`config.mk`:
```
export PLATFORM = sky130hd
export DESIGN_NAME = store_unit_axi_flat
export DESIGN_NICKNAME = d
export VERILOG_FILES = /design/src/rtl/store_unit_axi_pkg.sv /design/src/rtl/store_unit_axi_if.sv /design/src/rtl/store_unit_axi_align.sv /design/src/rtl/store_unit_axi.sv /design/src/flat_wrapper.sv
export SDC_FILE = /design/constraint.sdc
export NUM_CORES = 1
export LEC_CHECK = 0
export CAP_MARGIN = 30
export CORE_MARGIN = 5
export CORE_UTILIZATION = 47
export CTS_CLUSTER_SIZE = 40
export DETAILED_ROUTE_END_ITERATION = 6
export PLACE_DENSITY = 0.79
export SLEW_MARGIN = 20
export SYNTH_ARGS = -nofsm -noshare
export SYNTH_HDL_FRONTEND = slang
export SYNTH_SLANG_ARGS = --single-unit
```
`constraint.sdc`:
```
create_clock -name clk_i -period 2.2 [get_ports clk_i]
set_clock_uncertainty 0.2 [all_clocks]
set_input_delay 0.44 -clock clk_i [delete_from_list [all_inputs] [get_ports clk_i]]
set_output_delay 0.44 -clock clk_i [all_outputs]
set_load 0.05 [all_outputs]
```
`src/rtl/store_unit_axi_pkg.sv`:
```
// store_unit_axi_pkg: shared types and constants for the core store path.
package store_unit_axi_pkg;
    localparam int XLEN = 64;
    localparam int BUS_W = 64;
    localparam logic [2:0] AWPROT = 3'b000;
    localparam logic [1:0] RESP_OKAY = 2'b00;
    localparam logic [1:0] RESP_EXOKAY = 2'b01;
    localparam logic [1:0] RESP_SLVERR = 2'b10;
    localparam logic [1:0] RESP_DECERR = 2'b11;
    typedef enum logic [1:0] {
        SIZE_B = 2'd0,
        SIZE_H = 2'd1,
        SIZE_W = 2'd2,
        SIZE_D = 2'd3
    } store_size_t;
    typedef struct packed {
        logic [XLEN-1:0] addr;
        logic [BUS_W-1:0] data;
        logic [7:0] strb;
    } beat_t;
    function automatic logic [BUS_W-1:0] strb_to_mask(input logic [7:0] strb);
        for (int i = 0; i < 8; i++) strb_to_mask[8*i+:8] = {8{strb[i]}};
    endfunction
endpackage

```
`src/rtl/store_unit_axi_if.sv`:
```
// store_unit_axi_if: request/completion handshake plus AXI4-Lite write channels.
interface store_unit_axi_if;
    import store_unit_axi_pkg::*;
    logic req_valid;
    logic req_ready;
    logic [XLEN-1:0] req_addr;
    logic [XLEN-1:0] req_data;
    store_size_t req_size;
    logic done_valid;
    logic done_fault;
    logic awvalid;
    logic awready;
    logic [XLEN-1:0] awaddr;
    logic [2:0] awprot;
    logic wvalid;
    logic wready;
    logic [BUS_W-1:0] wdata;
    logic [7:0] wstrb;
    logic bvalid;
    logic bready;
    logic [1:0] bresp;
    modport master (
        input req_valid, req_addr, req_data, req_size, awready, wready, bvalid, bresp,
        output req_ready, done_valid, done_fault, awvalid, awaddr, awprot, wvalid, wdata, wstrb, bready
    );
    modport slave (
        output req_valid, req_addr, req_data, req_size, awready, wready, bvalid, bresp,
        input req_ready, done_valid, done_fault, awvalid, awaddr, awprot, wvalid, wdata, wstrb, bready
    );
endinterface

```
`src/rtl/store_unit_axi_align.sv`:
```
// store_align: splits an unaligned store into up to two 8-byte bus beats with strobes.
module store_align
    import store_unit_axi_pkg::*;
(
    input  logic [XLEN-1:0] addr_i,
    input  logic [XLEN-1:0] data_i,
    input  store_size_t     size_i,
    output beat_t           beat0_o,
    output beat_t           beat1_o,
    output logic            two_beats_o
);
    logic [3:0] nbytes;
    logic [7:0] bmask;
    logic [127:0] sh;
    logic [15:0] mask;
    logic [XLEN-1:0] base;
    assign nbytes = 4'd1 << size_i;
    assign bmask = 8'((9'd1 << nbytes) - 9'd1);
    // Bytes above the access size are cleared before shifting so they never reach beat1.
    assign sh = {64'b0, data_i & strb_to_mask(bmask)} << {addr_i[2:0], 3'b000};
    assign mask = {8'b0, bmask} << addr_i[2:0];
    assign base = {addr_i[XLEN-1:3], 3'b000};
    assign beat0_o = '{addr: base, data: sh[63:0], strb: mask[7:0]};
    assign beat1_o = '{addr: base + XLEN'(8), data: sh[127:64], strb: mask[15:8]};
    assign two_beats_o = |mask[15:8];
endmodule

```
`src/rtl/store_unit_axi.sv`:
```
// store_unit_axi: store request to AXI4-Lite write master, one or two beats, single completion pulse.
module store_unit_axi
    import store_unit_axi_pkg::*;
(
    input logic clk_i,
    input logic rst_ni,
    store_unit_axi_if.master axi
);
    localparam logic [2:0] S_IDLE = 3'd0;
    localparam logic [2:0] S_SEND = 3'd1;
    localparam logic [2:0] S_RESP = 3'd2;
    localparam logic [2:0] S_SEND2 = 3'd3;
    localparam logic [2:0] S_RESP2 = 3'd4;
    localparam logic [2:0] S_DONE = 3'd5;
    logic [2:0] state_q, state_d;
    beat_t cur_q, cur_d, nxt_q, nxt_d, b0, b1;
    logic two_q, two_d, aw_q, aw_d, w_q, w_d, err_q, err_d, two, send;
    store_align u_align (
        .addr_i      (axi.req_addr),
        .data_i      (axi.req_data),
        .size_i      (axi.req_size),
        .beat0_o     (b0),
        .beat1_o     (b1),
        .two_beats_o (two)
    );
    assign send = state_q == S_SEND || state_q == S_SEND2;
    assign axi.req_ready = state_q == S_IDLE;
    assign axi.awvalid = send && !aw_q;
    assign axi.wvalid = send && !w_q;
    assign axi.awaddr = cur_q.addr;
    assign axi.awprot = AWPROT;
    assign axi.wdata = cur_q.data;
    assign axi.wstrb = cur_q.strb;
    assign axi.bready = state_q == S_RESP || state_q == S_RESP2;
    assign axi.done_valid = state_q == S_DONE;
    assign axi.done_fault = err_q;
    always_comb begin
        state_d = state_q;
        cur_d = cur_q;
        nxt_d = nxt_q;
        two_d = two_q;
        aw_d = aw_q;
        w_d = w_q;
        err_d = err_q;
        case (state_q)
            S_IDLE: if (axi.req_valid) begin
                state_d = S_SEND;
                cur_d = b0;
                nxt_d = b1;
                two_d = two;
                err_d = 1'b0;
                aw_d = 1'b0;
                w_d = 1'b0;
            end
            S_SEND, S_SEND2: begin
                // AW and W complete independently; the beat moves on once both are in.
                aw_d = aw_q | axi.awready;
                w_d = w_q | axi.wready;
                if (aw_d && w_d) begin
                    state_d = state_q == S_SEND ? S_RESP : S_RESP2;
                    aw_d = 1'b0;
                    w_d = 1'b0;
                end
            end
            S_RESP: if (axi.bvalid) begin
                err_d = axi.bresp != RESP_OKAY;
                state_d = (err_d || !two_q) ? S_DONE : S_SEND2;
                cur_d = nxt_q;
            end
            S_RESP2: if (axi.bvalid) begin
                err_d = axi.bresp != RESP_OKAY;
                state_d = S_DONE;
            end
            default: state_d = S_IDLE;
        endcase
    end
    always_ff @(posedge clk_i or negedge rst_ni) begin
        if (!rst_ni) begin
            state_q <= S_IDLE;
            cur_q <= '0;
            nxt_q <= '0;
            two_q <= 1'b0;
            aw_q <= 1'b0;
            w_q <= 1'b0;
            err_q <= 1'b0;
        end else begin
            state_q <= state_d;
            cur_q <= cur_d;
            nxt_q <= nxt_d;
            two_q <= two_d;
            aw_q <= aw_d;
            w_q <= w_d;
            err_q <= err_d;
        end
    end
endmodule
```
`src/flat_wrapper.sv`:
```
// flat-port wrapper written by rule: the top's interface ports become plain ports
module store_unit_axi_flat import store_unit_axi_pkg::*;
  (clk_i, rst_ni, axi_req_valid, axi_req_addr, axi_req_data, axi_req_size, axi_awready, axi_wready, axi_bvalid, axi_bresp, axi_req_ready, axi_done_valid, axi_done_fault, axi_awvalid, axi_awaddr, axi_awprot, axi_wvalid, axi_wdata, axi_wstrb, axi_bready);
  store_unit_axi_if axi_i ();
  input logic clk_i;
  input logic rst_ni;
  input wire logic [$bits(axi_i.req_valid)-1:0] axi_req_valid;
  input wire logic [$bits(axi_i.req_addr)-1:0] axi_req_addr;
  input wire logic [$bits(axi_i.req_data)-1:0] axi_req_data;
  input wire logic [$bits(axi_i.req_size)-1:0] axi_req_size;
  input wire logic [$bits(axi_i.awready)-1:0] axi_awready;
  input wire logic [$bits(axi_i.wready)-1:0] axi_wready;
  input wire logic [$bits(axi_i.bvalid)-1:0] axi_bvalid;
  input wire logic [$bits(axi_i.bresp)-1:0] axi_bresp;
  output wire logic [$bits(axi_i.req_ready)-1:0] axi_req_ready;
  output wire logic [$bits(axi_i.done_valid)-1:0] axi_done_valid;
  output wire logic [$bits(axi_i.done_fault)-1:0] axi_done_fault;
  output wire logic [$bits(axi_i.awvalid)-1:0] axi_awvalid;
  output wire logic [$bits(axi_i.awaddr)-1:0] axi_awaddr;
  output wire logic [$bits(axi_i.awprot)-1:0] axi_awprot;
  output wire logic [$bits(axi_i.wvalid)-1:0] axi_wvalid;
  output wire logic [$bits(axi_i.wdata)-1:0] axi_wdata;
  output wire logic [$bits(axi_i.wstrb)-1:0] axi_wstrb;
  output wire logic [$bits(axi_i.bready)-1:0] axi_bready;
  assign axi_i.req_valid = axi_req_valid;
  assign axi_i.req_addr = axi_req_addr;
  assign axi_i.req_data = axi_req_data;
  assign axi_i.req_size = axi_req_size;
  assign axi_i.awready = axi_awready;
  assign axi_i.wready = axi_wready;
  assign axi_i.bvalid = axi_bvalid;
  assign axi_i.bresp = axi_bresp;
  assign axi_req_ready = axi_i.req_ready;
  assign axi_done_valid = axi_i.done_valid;
  assign axi_done_fault = axi_i.done_fault;
  assign axi_awvalid = axi_i.awvalid;
  assign axi_awaddr = axi_i.awaddr;
  assign axi_awprot = axi_i.awprot;
  assign axi_wvalid = axi_i.wvalid;
  assign axi_wdata = axi_i.wdata;
  assign axi_wstrb = axi_i.wstrb;
  assign axi_bready = axi_i.bready;
  store_unit_axi u_core (.clk_i(clk_i), .rst_ni(rst_ni), .axi(axi_i));
endmodule
```
==> results by group <==
Yosys
  – Synth top area cells: dfrtp_1, nand2_1, o21ai_0, nor2_1, a31oi_1
  – Netlist cell types: 58
  – Post-synth ARST share: 1.00
  – Mean area per synthesized cell: 8.68 um2
  – Area leader, netlist: dfrtp_1
  – EDFF count, synth: 0
  – Flops & latches, synth: 264
  – Register area share after synthesis: 0.466
  – Synthesized area: 14200 um2
  – Ys Warns: 0
  – Top cell type's share of synthesized area: 0.466
  – Mapped Cells: 1633
  – Synth Flop Type: dfrtp_1

Routing
  – Routed WL: ~56 mm
  – Drt drc: 0
  – TritonRoute pass-1 iters: 6
  – Average wire per standard cell: 21.9 um
  – Via density per instance: 5.99
  – 1st-iter DRT viols: 1534
  – Via Count: ~15000
  – Post-DRT Antenna Nets: 0

Final layout
  – Nets@finish: between 2000 and 2500
  – Area Overhead vs Synth: 48.3%
  – Non-Filler Instances: 2539
  – Diodes inserted: 0
  – Share of cells above drive strength 1: 0.264

STA
  – Maximum operating frequency: ~440 MHz
  – Final setup viols: 50
  – Final worst-path cycle share: 1.04
  – Hold WS: 0.0502 ns
  – RSZ-0062 raised after global routing: yes
  – Final worst setup slack: -0.0831 ns
  – Slew Limit Fails: 0
  – Crit path time final: 2.28 ns
  – Max transition margin: 0.614
  – Hold Fails Final Rpt: 0
  – Worst Tran Pin Value: 0.579 ns

Clocking
  – Num Clock Sinks: 264
  – CTS tree: built
  – CTS buffer count: 29
  – Worst skew pair latency: 0.58 ns
  – Clock root buffer: clkbuf_16
  – Max Root-Sink Buffers: 3
  – Clk pin slew, worst setup/hold paths: around 0.070 ns
  – H-tree depth: 1

Power
  – Psw: 13.5 mW
  – Logic pwr share: 0.529
  – Peak supply drop: 1370 uV
  – Switch share: 0.465
  – LEAKAGE: 9.39 nW
  – Internal power: approximately 16 mW
  – Cell Pwr Density: ~1400 nW/um2
  – Sequential power share: 0.292
  – Clock share of power: 0.179

Floorplan
  – Starting Density: 0.477
  – Die H: 184 um
  – Site Rows: 63
  – Chip Width: roughly 180 um
  – Io pins: 283
  – Die ar.: 33700 um2
  – Core Area: 29700 um2

Critical path
  – Worst setup EP type: register
  – CP Launch Type: register
  – Reg2Reg Depth: 9
  – Crit path max fanout: 7
  – Critical path required time: 2.49 ns
  – WP data arrival: 2.57 ns
  – WS Path Type: register to register

Global route
  – Number of global-route vias before repair: 14920
  – Largest net degree at the start of global routing: 66
  – Global-route wire length before repair: about 84 mm
  – All-Layer GR Usage: 0.311
  – Initial antenna violation count: 0
  – GR Overflow Total: 0

Placed design
  – Port Buffers: 276
  – Post-detail-place hpwl: approximately 40 mm
  – Dpl cells: 2454
  – RePlAce Congestion: 0.993

Run status
  – Failing checks: negative setup slack
  – Outcome: finished with violations

Hold path
  – Hold path cells: 3
  – Min-Delay Path Class: input port to register

Job
  – MaxCap Viol Count: 0
[cells by family after synthesis]
logic type      after synthesis  share of synthesized area
buf+inv                     149                     0.0432
compound gates              452                      0.203
fa+ha+maj                     2                    0.00176
mux                          69                     0.0519
other cells                   1                   0.000265
simple gates                660                      0.211
flops                       264                      0.466
xor+xnor                     36                     0.0222
[registers in the layout, indices dropped and copies added, names as in the netlist]
name,cells
u_core.axi.done_fault,1
u_core.axi.wdata,64
u_core.two_q,1
u_core.axi.wstrb,8
u_core.nxt_q,124
u_core.state_q,3
u_core.w_q,1
u_core.axi.awaddr,61
u_core.aw_q,1
[through the flow]
step | power, mW | util | worst slack, ns | cell area (um2) | TNS (ns)
floorplan | 17.2 | - | -0.0661 | 14300 | -0.221
global placement | 22.7 | 0.648 | -0.686 | 19300 | -89.62
detailed placement | 23.1 | 0.648 | -0.733 | 19300 | -95.26
CTS | 28.4 | 0.689 | -0.0658 | 20500 | -0.142
global route | 30.6 | 0.707 | -0.143 | 21000 | -6.49
finish | 29.2 | 0.707 | -0.0831 | 21000 | -1.16
[path summary, 6_finish.rpt]
kind,start,end,slack [ns]
max in group asynchronous,rst_ni,u_core.axi.awaddr[31],0.92
min,axi_req_addr[30],u_core.axi.awaddr[30],0.05
min in group asynchronous,rst_ni,u_core.nxt_q[44],0.24
max,u_core.state_q[1],u_core.axi.awaddr[8],-0.08
min reg2reg,u_core.axi.wstrb[7],u_core.axi.wstrb[7],0.27
max reg2reg,u_core.state_q[1],u_core.axi.awaddr[8],-0.08
[per-layer routing]
layer	up-vias	global-route usage	wire, um
met5	-	0	0
met4	0	0.105	2250
met3	173	0.0451	4640
met2	826	0.498	25700
met1	7362	0.438	23000
li1	6843	-	-
[placed cells by master, fill, tap and decap left out, types with 19 or more instances in the layout]
| master | Yosys | layout |
|---|---|---|
| buf_12 | 0 | 30 |
| o21ai_1 | 0 | 20 |
| clkdlybuf4s50_1 | 0 | 124 |
| xor2_1 | 26 | 26 |
| dlygate4sd2_1 | 0 | 54 |
| a31oi_1 | 91 | 91 |
| o21ai_0 | 142 | 120 |
| clkbuf_16 | 0 | 33 |
| a21oi_1 | 60 | 48 |
| nand2_1 | 272 | 269 |
| or3_1 | 23 | 21 |
| buf_4 | 6 | 350 |
| nor3_1 | 29 | 27 |
| dfrtp_1 | 264 | 262 |
| nand3_1 | 36 | 34 |
| nor2_1 | 186 | 178 |
| nand2b_1 | 23 | 19 |
| mux2i_1 | 42 | 41 |
| mux2_2 | 26 | 26 |
| nand4_1 | 26 | 26 |
| a22oi_1 | 28 | 28 |
[cell type report]
cell class,count,area [um2]
Timing Repair Buffer,593,5420
Fill cell,2207,8690
Tap cell,390,488
Inverter,12,47.5
Clock inverter,17,214
Clock buffer,37,806
Sequential cell,264,6610
Multi-Input combinational cell,1226,7440
[power groups by stage]
stage / logic, mW / clock network (mW) / registers, mW
final: 15.4 / 5.22 / 8.50
after global routing: 16.4 / 5.46 / 8.72
after CTS: 14.7 / 5.27 / 8.41
after detailed placement: 14.6 / 0 / 8.48
after global placement: 14.3 / 0 / 8.38
after floorplan: 4.88 / 0 / 12.3
[critical path, stage by stage, from the launching register on]
cell     delay [ns]
dfrtp_1        0.41
buf_6          0.16
buf_4          0.15
nor4b_4        0.29
buf_6          0.17
or2_4          0.22
buf_12         0.17
buf_4          0.16
nor2_1         0.07
a31oi_1        0.18
[synthesized netlist by cell type (7+ instances only)]
| cell | instances |
|---|---|
| a22o_1 | 13 |
| dfrtp_1 | 264 |
| mux2i_1 | 42 |
| a21o_1 | 12 |
| clkbuf_1 | 96 |
| xor2_1 | 26 |
| and3_1 | 13 |
| nor2_1 | 186 |
| o21a_1 | 18 |
| mux2_2 | 26 |
| a22oi_1 | 28 |
| a221o_1 | 11 |
| a31oi_1 | 91 |
| or3_1 | 23 |
| nand2_1 | 272 |
| a21oi_1 | 60 |
| nor3_1 | 29 |
| o21ai_0 | 142 |
| a221oi_1 | 24 |
| nand3_1 | 36 |
| xnor2_1 | 10 |
| buf_1 | 10 |
| and2_1 | 11 |
| o31ai_1 | 19 |
| nand2b_1 | 23 |
| a32o_1 | 7 |
| buf_2 | 25 |
| or4_1 | 9 |
| nand4_1 | 26 |
| o221ai_1 | 11 |
| inv_1 | 11 |
[repair_timing]
| action | CTS | global route |
|---|---|---|
| pin swaps | 8 | 17 |
| cloned | 0 | 5 |
| hold buffers | 1 | 0 |
| hold endpoints to repair | 52 | 0 |
| setup buffers | 13 | 12 |
| gates resized for setup | 90 | 92 |
| endpoints found under the setup margin | 114 | 190 |
No activity file was read; power rests on OpenSTA's default activity.
